File: config.mk
export PLATFORM = sky130hd
export DESIGN_NAME = instr_encoder_flat
export DESIGN_NICKNAME = d
export VERILOG_FILES = /design/src/rtl/instr_encoder_if.sv /design/src/rtl/instr_encoder.sv /design/src/flat_wrapper.sv
export SDC_FILE = /design/constraint.sdc
export NUM_CORES = 1
export LEC_CHECK = 0
export CORE_MARGIN = 2
export CORE_UTILIZATION = 38
export CTS_BUF_LIST = sky130_fd_sc_hd__clkbuf_16
export DETAILED_ROUTE_END_ITERATION = 12
export PLACE_DENSITY = 0.76
export SKIP_LAST_GASP = 1
export SLEW_MARGIN = 20
export SYNTH_ARGS = -nofsm -noshare
export SYNTH_HDL_FRONTEND = slang
export SYNTH_SLANG_ARGS = --single-unit
File: constraint.sdc
create_clock -name clk -period 1.52 [get_ports clk]
set_clock_uncertainty 0.05 [all_clocks]
set_input_delay 0.228 -clock clk [delete_from_list [all_inputs] [get_ports clk]]
set_output_delay 0.228 -clock clk [all_outputs]
set_load 0.05 [all_outputs]
File: src/rtl/instr_encoder_if.sv
// Field-bundle request side and instruction-memory write side of the encoder.
// The encoder uses the slave modport; a producer/consumer uses master.
interface instr_encoder_if;
   logic        in_valid;
   logic        in_ready;
   logic [1:0]  op;
   logic [3:0]  cond;
   logic [3:0]  cmd;
   logic        imm_sel;
   logic        s_l;
   logic [3:0]  rn;
   logic [3:0]  rd;
   logic [3:0]  rm;
   logic [23:0] imm;
   logic        flush;
   logic        wr_en;
   logic [5:0]  wr_addr;
   logic [31:0] wr_data;
   logic [6:0]  count;
   logic        full;
   logic        err;

   modport slave (
      input  in_valid, op, cond, cmd, imm_sel, s_l, rn, rd, rm, imm, flush,
      output in_ready, wr_en, wr_addr, wr_data, count, full, err
   );

   modport master (
      output in_valid, op, cond, cmd, imm_sel, s_l, rn, rd, rm, imm, flush,
      input  in_ready, wr_en, wr_addr, wr_data, count, full, err
   );
endinterface

File: src/rtl/instr_encoder.sv
// Encodes DP / memory / branch field bundles into 32-bit instruction words
// and writes them sequentially into a 64-word program buffer.
module instr_encoder (
   input logic           clk,
   input logic           reset,
   instr_encoder_if.slave bus
);

   typedef enum logic [1:0] {IDLE, WRITE, FULL} state_t;

   state_t      state;
   logic [5:0]  ptr;
   logic [6:0]  cnt;
   logic        wr_q;
   logic [5:0]  addr_q;
   logic [31:0] data_q;
   logic        full_q;
   logic        err_q;
   logic        accept;
   logic [11:0] src_dp;
   logic [11:0] src_mem;
   logic [31:0] enc;

   always_comb begin
      src_dp  = bus.imm_sel ? {4'b0000, bus.imm[7:0]} : {8'h00, bus.rm};
      src_mem = bus.imm_sel ? bus.imm[11:0]           : {8'h00, bus.rm};
      case (bus.op)
         2'b00:   enc = {bus.cond, 2'b00, bus.imm_sel, bus.cmd, bus.s_l,
                         bus.rn, bus.rd, src_dp};
         2'b01:   enc = {bus.cond, 2'b01, ~bus.imm_sel, 1'b1, 1'b1, 1'b0, 1'b0,
                         bus.s_l, bus.rn, bus.rd, src_mem};
         default: enc = {bus.cond, 2'b10, 2'b10, bus.imm};
      endcase
   end

   assign bus.in_ready = (state == IDLE) && reset;
   assign accept       = bus.in_valid && bus.in_ready;

   // The strobe is registered at accept, but a reset or flush arriving during
   // the WRITE cycle must still cancel it, hence the combinational gate.
   assign bus.wr_en   = wr_q && reset && !bus.flush;
   assign bus.wr_addr = addr_q;
   assign bus.wr_data = data_q;
   assign bus.count   = cnt;
   assign bus.full    = full_q;
   assign bus.err     = err_q;

   always_ff @(posedge clk) begin
      if (!reset) begin
         state  <= IDLE;
         ptr    <= '0;
         cnt    <= '0;
         wr_q   <= 1'b0;
         addr_q <= '0;
         data_q <= '0;
         full_q <= 1'b0;
         err_q  <= 1'b0;
      end else begin
         wr_q  <= 1'b0;
         err_q <= 1'b0;
         if (bus.flush) begin
            state  <= IDLE;
            ptr    <= '0;
            cnt    <= '0;
            full_q <= 1'b0;
         end else begin
            case (state)
               IDLE: if (accept) begin
                  if (bus.op == 2'b11) begin
                     err_q <= 1'b1;
                  end else begin
                     state  <= WRITE;
                     wr_q   <= 1'b1;
                     addr_q <= ptr;
                     data_q <= enc;
                  end
               end
               WRITE: begin
                  ptr <= ptr + 6'd1;
                  cnt <= cnt + 7'd1;
                  if (cnt == 7'd63) begin
                     state  <= FULL;
                     full_q <= 1'b1;
                  end else begin
                     state <= IDLE;
                  end
               end
               FULL:    state <= FULL;
               default: state <= IDLE;
            endcase
         end
      end
   end

endmodule

File: src/flat_wrapper.sv
// flat-port wrapper written by rule: the top's interface ports become plain ports
module instr_encoder_flat 
  (clk, reset, bus_in_valid, bus_op, bus_cond, bus_cmd, bus_imm_sel, bus_s_l, bus_rn, bus_rd, bus_rm, bus_imm, bus_flush, bus_in_ready, bus_wr_en, bus_wr_addr, bus_wr_data, bus_count, bus_full, bus_err);
  instr_encoder_if bus_i ();
  input logic clk;
  input logic reset;
  input wire logic [$bits(bus_i.in_valid)-1:0] bus_in_valid;
  input wire logic [$bits(bus_i.op)-1:0] bus_op;
  input wire logic [$bits(bus_i.cond)-1:0] bus_cond;
  input wire logic [$bits(bus_i.cmd)-1:0] bus_cmd;
  input wire logic [$bits(bus_i.imm_sel)-1:0] bus_imm_sel;
  input wire logic [$bits(bus_i.s_l)-1:0] bus_s_l;
  input wire logic [$bits(bus_i.rn)-1:0] bus_rn;
  input wire logic [$bits(bus_i.rd)-1:0] bus_rd;
  input wire logic [$bits(bus_i.rm)-1:0] bus_rm;
  input wire logic [$bits(bus_i.imm)-1:0] bus_imm;
  input wire logic [$bits(bus_i.flush)-1:0] bus_flush;
  output wire logic [$bits(bus_i.in_ready)-1:0] bus_in_ready;
  output wire logic [$bits(bus_i.wr_en)-1:0] bus_wr_en;
  output wire logic [$bits(bus_i.wr_addr)-1:0] bus_wr_addr;
  output wire logic [$bits(bus_i.wr_data)-1:0] bus_wr_data;
  output wire logic [$bits(bus_i.count)-1:0] bus_count;
  output wire logic [$bits(bus_i.full)-1:0] bus_full;
  output wire logic [$bits(bus_i.err)-1:0] bus_err;
  assign bus_i.in_valid = bus_in_valid;
  assign bus_i.op = bus_op;
  assign bus_i.cond = bus_cond;
  assign bus_i.cmd = bus_cmd;
  assign bus_i.imm_sel = bus_imm_sel;
  assign bus_i.s_l = bus_s_l;
  assign bus_i.rn = bus_rn;
  assign bus_i.rd = bus_rd;
  assign bus_i.rm = bus_rm;
  assign bus_i.imm = bus_imm;
  assign bus_i.flush = bus_flush;
  assign bus_in_ready = bus_i.in_ready;
  assign bus_wr_en = bus_i.wr_en;
  assign bus_wr_addr = bus_i.wr_addr;
  assign bus_wr_data = bus_i.wr_data;
  assign bus_count = bus_i.count;
  assign bus_full = bus_i.full;
  assign bus_err = bus_i.err;
  instr_encoder u_core (.clk(clk), .reset(reset), .bus(bus_i));
endmodule
==> results of run 1 <==
==> metrics by stage <==
stage / area, µm² / instances / setup WS (ns)
after floorplan: 2410 / 259 / -0.0129
after global routing: 4080 / 457 / -0.0806
after detailed placement: 3840 / 444 / -0.373
after global placement: 3840 / 444 / -0.297
final: 4080 / 457 / 0.00346
after CTS: 4030 / 453 / -0.0329
==> report_power, final <==
part	switching [µW]	internal [µW]	total (µW)
combinational	334	332	667
sequential	31.5	1500	1530
clock	528	775	1300
==> area by class of cell <==
cell class | count | area, µm² | area share
Clock inverter | 3 | 42.5 | 0.0104
Clock buffer | 5 | 125 | 0.0307
Inverter | 4 | 15.0 | 0.00368
Tap cell | 75 | 93.8 | 0.0230
Multi-Input combinational cell | 178 | 1160 | 0.285
Sequential cell | 56 | 1140 | 0.279
Timing Repair Buffer | 136 | 1500 | 0.367
==> per-layer routing <==
| layer | global-route usage | routed length [µm] |
|---|---|---|
| met3 | 0.0537 | 453 |
| met5 | 0 | 0 |
| met2 | 0.340 | 3400 |
| met1 | 0.225 | 2810 |
| met4 | 0.0373 | 54 |
==> cell usage after synthesis (3+ instances only) <==
cell	n	area, µm²
sky130_fd_sc_hd__nand2b_1	3	18.8
sky130_fd_sc_hd__dfxtp_1	56	1120
sky130_fd_sc_hd__o21ai_0	23	115
sky130_fd_sc_hd__nand3_1	12	60.1
sky130_fd_sc_hd__clkbuf_1	7	26.3
sky130_fd_sc_hd__nand4_1	8	50.1
sky130_fd_sc_hd__nand2_1	23	86.3
sky130_fd_sc_hd__mux2i_1	15	150
sky130_fd_sc_hd__xor2_1	4	35.0
sky130_fd_sc_hd__buf_6	3	33.8
sky130_fd_sc_hd__inv_1	4	15.0
sky130_fd_sc_hd__a21oi_1	29	145
sky130_fd_sc_hd__or3_1	5	31.3
sky130_fd_sc_hd__buf_2	7	35.0
sky130_fd_sc_hd__nor2_1	11	41.3
sky130_fd_sc_hd__a211oi_1	16	120
sky130_fd_sc_hd__nand3b_1	4	30.0
sky130_fd_sc_hd__buf_4	3	22.5
==> cell families after synthesis <==
kind of cell / count (synthesis)
AOI/OAI and AO/OA: 79
DFF: 56
buffers and inverters: 25
adders and majority gates: 2
xor gates and xnor gates: 5
muxes: 15
and+or+nand+nor: 77
==> state kept, by name, indices dropped and copies added, names as in the netlist <==
signal and cells:
u_core.bus.full 1, u_core.bus.wr_data 32, u_core.state 2, u_core.bus.count 7
u_core.ptr 6, u_core.bus.wr_addr 6, u_core.bus.err 1, u_core.wr_q 1
==> worst max path at each step <==
stage                         start                     end  slack (ns)  depth (start not counted)
finish              u_core.state[1]     u_core.bus.count[6]       0.003                          4
global route        u_core.state[0]         u_core.state[1]       -0.08                          4
CTS                 u_core.state[0]  u_core.bus.wr_data[23]       -0.03                          3
detailed placement            reset  u_core.bus.wr_data[23]       -0.37                          4
global placement          bus_flush  u_core.bus.wr_data[23]       -0.30                          4
floorplan           u_core.state[0]  u_core.bus.wr_data[23]       -0.01                          4
==> what timing repair did <==
action | in CTS | in global routing
gates resized for setup | 9 | 7
setup buffers | 1 | 4
hold endpoints to repair | 0 | 0
pin swaps | 6 | 7
endpoints found under the setup margin | 42 | 44
==> worst register-to-register path, cell delays in order, from the launching register on <==
cell	delay (ns)
sky130_fd_sc_hd__dfxtp_4	0.37
sky130_fd_sc_hd__buf_6	0.12
sky130_fd_sc_hd__nand3b_1	0.20
sky130_fd_sc_hd__or4_4	0.56
sky130_fd_sc_hd__a21oi_1	0.15
==> impl_metrics.sql, run 1 <==
INSERT INTO impl_metrics (metric_group, metric, value, unit) VALUES
('synth', 'postSynthCellCount', '259', ''),
('hold_path', 'worstHoldStart', 'u_core.bus.wr_data[28]', ''),
('floorplanning', 'floorplan.die.width', '83.2', 'µm'),
('sta', 'final.setup.tns', '0', 'ns'),
('critical_path', 'cpMaxStageDelayCell', 'sky130_fd_sc_hd__or4_4', ''),
('power', 'finalPower', '3500', 'µW'),
('synth', 'synth.lib_cells_used.distinct', '39', ''),
('run_status', 'run_status', 'finished, final reports clean', ''),
('synth', 'yosys_most_used_dff', 'sky130_fd_sc_hd__dfxtp_1', ''),
('detailed_routing', 'first_pass_iters', '5', ''),
('cts', 'numClockSinks', '56', ''),
('floorplanning', 'io-pin-count', '101', ''),
('critical_path', 'criticalPathCategory', 'reg2reg', ''),
('cells_and_area', 'utilization', '0.680', ''),
('critical_path', 'critical_path.n_buffers_inverters', '1', ''),
('cells_and_area', 'num_antenna_cells', '0', ''),
('cts', 'ctsRootBufferMaster', 'sky130_fd_sc_hd__clkbuf_16', ''),
('floorplanning', 'count_of_standard_cell_rows', '28', ''),
('cts', 'ctsHoldBuffers', '0', ''),
('sta', 'hold_viol_final', '0', ''),
('cts', 'clk-insertion-delay-late', '0.29', 'ns'),
('hold_path', 'timing.hold.worst.class', 'reg2reg', ''),
('critical_path', 'critPathMaxFanout', '5', ''),
('cells_and_area', 'post_route_cells_drive_above_1_share', '0.298', ''),
('detailed_routing', 'drc', '0', ''),
('global_route', 'vias_in_the_first_global_route', '2312', ''),
('global_route', 'first_pass_grt_wire_length', '10.9', 'mm'),
('power', 'power_leakage', '0.00161', 'µW'),
('cells_and_area', 'area.growth.synth_to_final', '70.9', '%'),
('cells_and_area', 'final_nets', '435', ''),
('synth', 'synthArstFlopShare', '0', ''),
('synth', 'synth_compound_gate_area_share', '0.199', ''),
('synth', 'synth_adder_area_share', '0.0105', ''),
('cts', 'clock_tree_from_tritoncts', 'yes', ''),
('global_route', 'number_of_antenna_violations_at_the_first_check_in_global_routing', '0', ''),
('critical_path', 'worst-r2r-setup-slack', '0.003', 'ns'),
('critical_path', 'reg2reg_depth', '4', ''),
('detailed_routing', 'drt.antenna.violating_nets', '0', ''),
('sta', 'setup_violations', '0', ''),
('sta', 'final_max_slew_viol_count', '0', ''),
('hold_path', 'timing.hold.worst_endpoint', 'u_core.bus.wr_data[28]', ''),
('hold_path', 'whs_path_depth', '2', ''),
('sta', 'clock.fmax', '659', 'MHz'),
('synth', 'synth_simple_gate_area_share', '0.182', ''),
('sta', 'worst_slew_margin_rel', '0.774', ''),
('floorplanning', 'starting_density_of_the_core', '0.398', ''),
('flow_run', 'maxCapViolCount', '0', ''),
('cts', 'cts-root-to-sink-buffers', '2', ''),
('cells_and_area', 'leading_cell_types_in_the_layout_fill_and_taps_excluded', '55 x sky130_fd_sc_hd__buf_4, 48 x sky130_fd_sc_hd__clkdlybuf4s50_1, 48 x sky130_fd_sc_hd__dfxtp_1', ''),
('synth', 'ys_seq_elements', '56', ''),
('synth', 'avgSynthCellArea', '9.21', 'µm²'),
('cells_and_area', 'layout_commonest_cell', 'sky130_fd_sc_hd__buf_4', ''),
('sta', 'post-route-period-util', '0.998', ''),
('cts', 'number_of_buffers_added_by_the_clock_tree_synthesis_step', '5', ''),
('synth', 'ys_seq_area_frac', '0.470', ''),
('critical_path', 'regToRegStartpoint', 'u_core.state[1]', ''),
('global_route', 'grt_remaining_overflow', '0', ''),
('critical_path', 'worst_path_dominant_cell_family', 'simple AND/OR/NAND/NOR gates', ''),
('placement', 'detailed_place_hpwl', '5.08', 'mm'),
('cells_and_area', 'num-fill-cells', '455', ''),
('synth', 'multiplexer_share_of_the_synthesized_area', '0.0630', ''),
('critical_path', 'critical_path_required', '1.70', 'ns'),
('detailed_routing', 'detail_route.wl_per_cell', '14.7', 'µm'),
('placement', 'port_buffers', '100', ''),
('synth', 'count_of_flip_flops_with_a_built_in_enable_after_synthesis', '0', ''),
('placement', 'place.gp.congestion', '0.814', ''),
('global_route', 'groute.usage.overall', '0.189', ''),
('global_route', 'grt_max_degree', '24', ''),
('synth', 'syn-cell-area', '2380', 'µm²'),
('floorplanning', 'placeableCoreArea', '5990', 'µm²'),
('critical_path', 'endpoint_arrival_time_on_the_critical_path', '1.70', 'ns');
Power figures use the tool's default switching activity.
==> run 2: changes to the inputs <==
SLEW_MARGIN = 10   (was 20)
==> results of run 2 <==
The final DEF is identical to that of run 1; final timing and power are the same.
==> run 3: changes to the inputs <==
SKIP_CTS_REPAIR_TIMING = 1   (was not set)
==> impl_metrics.sql, run 3 (synthesis results as in run 1) <==
INSERT INTO impl_metrics (metric_group, metric, value, unit) VALUES
('detailed_routing', 'first_pass_iters', '4', ''),
('floorplanning', 'io-pin-count', '101', ''),
('detailed_routing', 'drt.antenna.violating_nets', '0', ''),
('power', 'p_seq_frac', '0.436', ''),
('cts', 'numClockSinks', '56', ''),
('critical_path', 'critPathCapture', 'u_core.bus.wr_data[23]', ''),
('cts', 'cts-root-to-sink-buffers', '2', ''),
('critical_path', 'worst-r2r-setup-slack', '-0.04', 'ns'),
('critical_path', 'cpMaxStageDelayCell', 'sky130_fd_sc_hd__or4b_4', ''),
('critical_path', 'reg2reg_depth', '3', ''),
('floorplanning', 'die_y', '83.2', 'µm'),
('critical_path', 'worst_setup_start_kind', 'flip-flop', ''),
('floorplanning', 'floorplan.die.width', '83.2', 'µm'),
('cells_and_area', 'multiInputGateArea', '1180', 'µm²'),
('sta', 'worst_slew_margin_rel', '0.754', ''),
('detailed_routing', 'drt_first_iter_violations', '111', ''),
('critical_path', 'regToRegStartpoint', 'u_core.state[0]', ''),
('cells_and_area', 'final_nets', '437', ''),
('power', 'internal_power', '2620', 'µW'),
('cells_and_area', 'register_area', '1140', 'µm²'),
('floorplanning', 'placeableCoreArea', '5990', 'µm²'),
('power', 'comb_power_share', '0.194', ''),
('cells_and_area', 'num_antenna_cells', '0', ''),
('critical_path', 'criticalPathCategory', 'reg2reg', ''),
('sta', 'final_max_slew_viol_count', '0', ''),
('placement', 'place_area', '3840', 'µm²'),
('critical_path', 'critical_path_required', '1.64', 'ns'),
('critical_path', 'critPathMaxFanout', '5', ''),
('global_route', 'groute.usage.overall', '0.186', ''),
('placement', 'place.gp.congestion', '0.814', ''),
('power', 'power.share.clock', '0.370', ''),
('global_route', 'number_of_antenna_violations_at_the_first_check_in_global_routing', '0', ''),
('detailed_routing', 'vias', '2388', ''),
('global_route', 'grt_remaining_overflow', '0', ''),
('placement', 'detailed_place_hpwl', '5.08', 'mm'),
('power', 'swShare', '0.256', ''),
('sta', 'clock.fmax', '640', 'MHz'),
('critical_path', 'endpoint_arrival_time_on_the_critical_path', '1.68', 'ns'),
('power', 'vdd_drop_max', '0.671', 'mV'),
('power', 'power_leakage', '0.00164', 'µW'),
('placement', 'port_buffers', '100', ''),
('detailed_routing', 'drc', '0', ''),
('sta', 'final.setup.worst_slack', '-0.0429', 'ns'),
('sta', 'hold_viol_final', '0', ''),
('cts', 'cts-htree-levels', '2', ''),
('cells_and_area', 'leading_cell_types_in_the_layout_fill_and_taps_excluded', '55 x sky130_fd_sc_hd__buf_4, 48 x sky130_fd_sc_hd__clkdlybuf4s50_1, 48 x sky130_fd_sc_hd__dfxtp_1', ''),
('cts', 'number_of_buffers_added_by_the_clock_tree_synthesis_step', '5', ''),
('cts', 'ctsRootBufferMaster', 'sky130_fd_sc_hd__clkbuf_16', ''),
('global_route', 'grt_max_degree', '24', ''),
('run_status', 'run_status', 'complete, but fails checks', ''),
('cts', 'clk-insertion-delay-late', '0.29', 'ns'),
('critical_path', 'cp-end-kind', 'flip-flop', ''),
('critical_path', 'critical_path_depth', '3', ''),
('cts', 'clk_pin_slew_worst_paths', '0.07', 'ns'),
('cells_and_area', 'layout_commonest_cell', 'sky130_fd_sc_hd__buf_4', ''),
('cts', 'clock_tree_from_tritoncts', 'yes', ''),
('detailed_routing', 'viasPerCell', '5.20', ''),
('critical_path', 'crit_path_start', 'u_core.state[0]', ''),
('floorplanning', 'starting_density_of_the_core', '0.398', ''),
('global_route', 'vias_in_the_first_global_route', '2294', ''),
('critical_path', 'cp_cell_sequence', 'or4b_4, nor3b_4, a222oi_1', ''),
('sta', 'setup_violations', '16', ''),
('floorplanning', 'count_of_standard_cell_rows', '28', ''),
('critical_path', 'critical_path.max_stage_delay', '0.60', 'ns'),
('global_route', 'first_pass_grt_wire_length', '10.7', 'mm'),
('sta', 'hold-worst-slack', '0.313', 'ns'),
('power', 'power_switching', '903', 'µW'),
('cells_and_area', 'largest_reg_flops', '32', ''),
('sta', 'finalCriticalPeriod', '1.56', 'ns'),
('power', 'power_density', '857', 'nW/µm²'),
('detailed_routing', 'finalWirelength', '6.77', 'mm'),
('hold_path', 'timing.hold.worst.class', 'in2reg', ''),
('run_status', 'violations_in_the_final_reports', 'setup timing', ''),
('sta', 'post-route-period-util', '1.03', ''),
('cells_and_area', 'num-fill-cells', '432', ''),
('sta', 'worstMarginPinSlew', '0.368', 'ns'),
('critical_path', 'worst_path_dominant_cell_family', 'simple AND/OR/NAND/NOR gates', ''),
('detailed_routing', 'detail_route.wl_per_cell', '14.7', 'µm'),
('cells_and_area', 'post_route_cells_drive_above_1_share', '0.310', ''),
('cells_and_area', 'design_area', '4110', 'µm²'),
('cells_and_area', 'area.growth.synth_to_final', '72.5', '%'),
('floorplanning', 'fp.dieArea', '6930', 'µm²'),
('sta', 'rsz0062_at_grt', 'yes', ''),
('critical_path', 'crit-reg2reg-capture', 'u_core.bus.wr_data[23]', ''),
('flow_run', 'maxCapViolCount', '0', ''),
('critical_path', 'critical_path.n_buffers_inverters', '0', '');
-- run 3: cell types whose count changed in the layout (fill, tap and decap cells not counted), sizes merged --
cell,delta
dlygate4sd2,-2
dlymetal6s2s,+2
buf,+2
-- run 3: final cells by class --
cell class,count,share of cell area
clock buffer,5,0.0304
clock inverter,3,0.0103
inverter,4,0.00365
multi-input combinational,178,0.287
sequential,56,0.276
tap,75,0.0228
timing repair buffer,138,0.370
-- run 3: worst min path at each step --
| stage | from | end | slack [ns] | cells past startpoint |
|---|---|---|---|---|
| CTS | u_core.bus.wr_data[6] | u_core.bus.wr_data[6] | 0.42 | 2 |
| detailed placement | u_core.bus.wr_data[6] | u_core.bus.wr_data[6] | 0.41 | 2 |
| global route | bus_flush | u_core.wr_q | 0.31 | 3 |
| global placement | u_core.bus.full | u_core.bus.full | 0.39 | 2 |
| finish | bus_flush | u_core.wr_q | 0.31 | 3 |
| floorplan | bus_cond[0] | u_core.bus.wr_data[28] | 0.31 | 2 |
-- run 3: worst reg2reg max path: cells and delay by family (launching register included) --
kind	cells	cell delay [ns]
simple gates	2	0.91
flops	1	0.35
compound gates	1	0.13
-- run 3: power by group through the flow --
stage / Clock (µW) / Combinational, µW / Sequential [µW]
floorplan: 0 / 196 / 1690
global placement: 0 / 653 / 1570
detailed placement: 0 / 662 / 1570
CTS: 1320 / 665 / 1540
global route: 1370 / 726 / 1540
finish: 1310 / 685 / 1540
-- run 3: per-layer routing --
metal  global-route usage  up-vias  routed length, µm
li1                     -     1183                  -
met1                0.219     1115               2860
met2                0.335       85               3410
met3               0.0557        5                445
met4               0.0373        0                 54
met5                    0        -                  0
-- run 3: through the flow --
stage / setup TNS, ns / std cells / total power [µW] / setup slack [ns] / util
2_1_floorplan: -0.0129 / 259 / 1880 / -0.0129 / -
3_3_place_gp: -11.44 / 444 / 2220 / -0.297 / 0.641
3_5_place_dp: -14.94 / 444 / 2230 / -0.373 / 0.641
4_1_cts: -2.11 / 452 / 3520 / -0.234 / 0.669
5_1_grt: -1.84 / 459 / 3630 / -0.109 / 0.687
6_report: -0.238 / 459 / 3530 / -0.0429 / 0.687
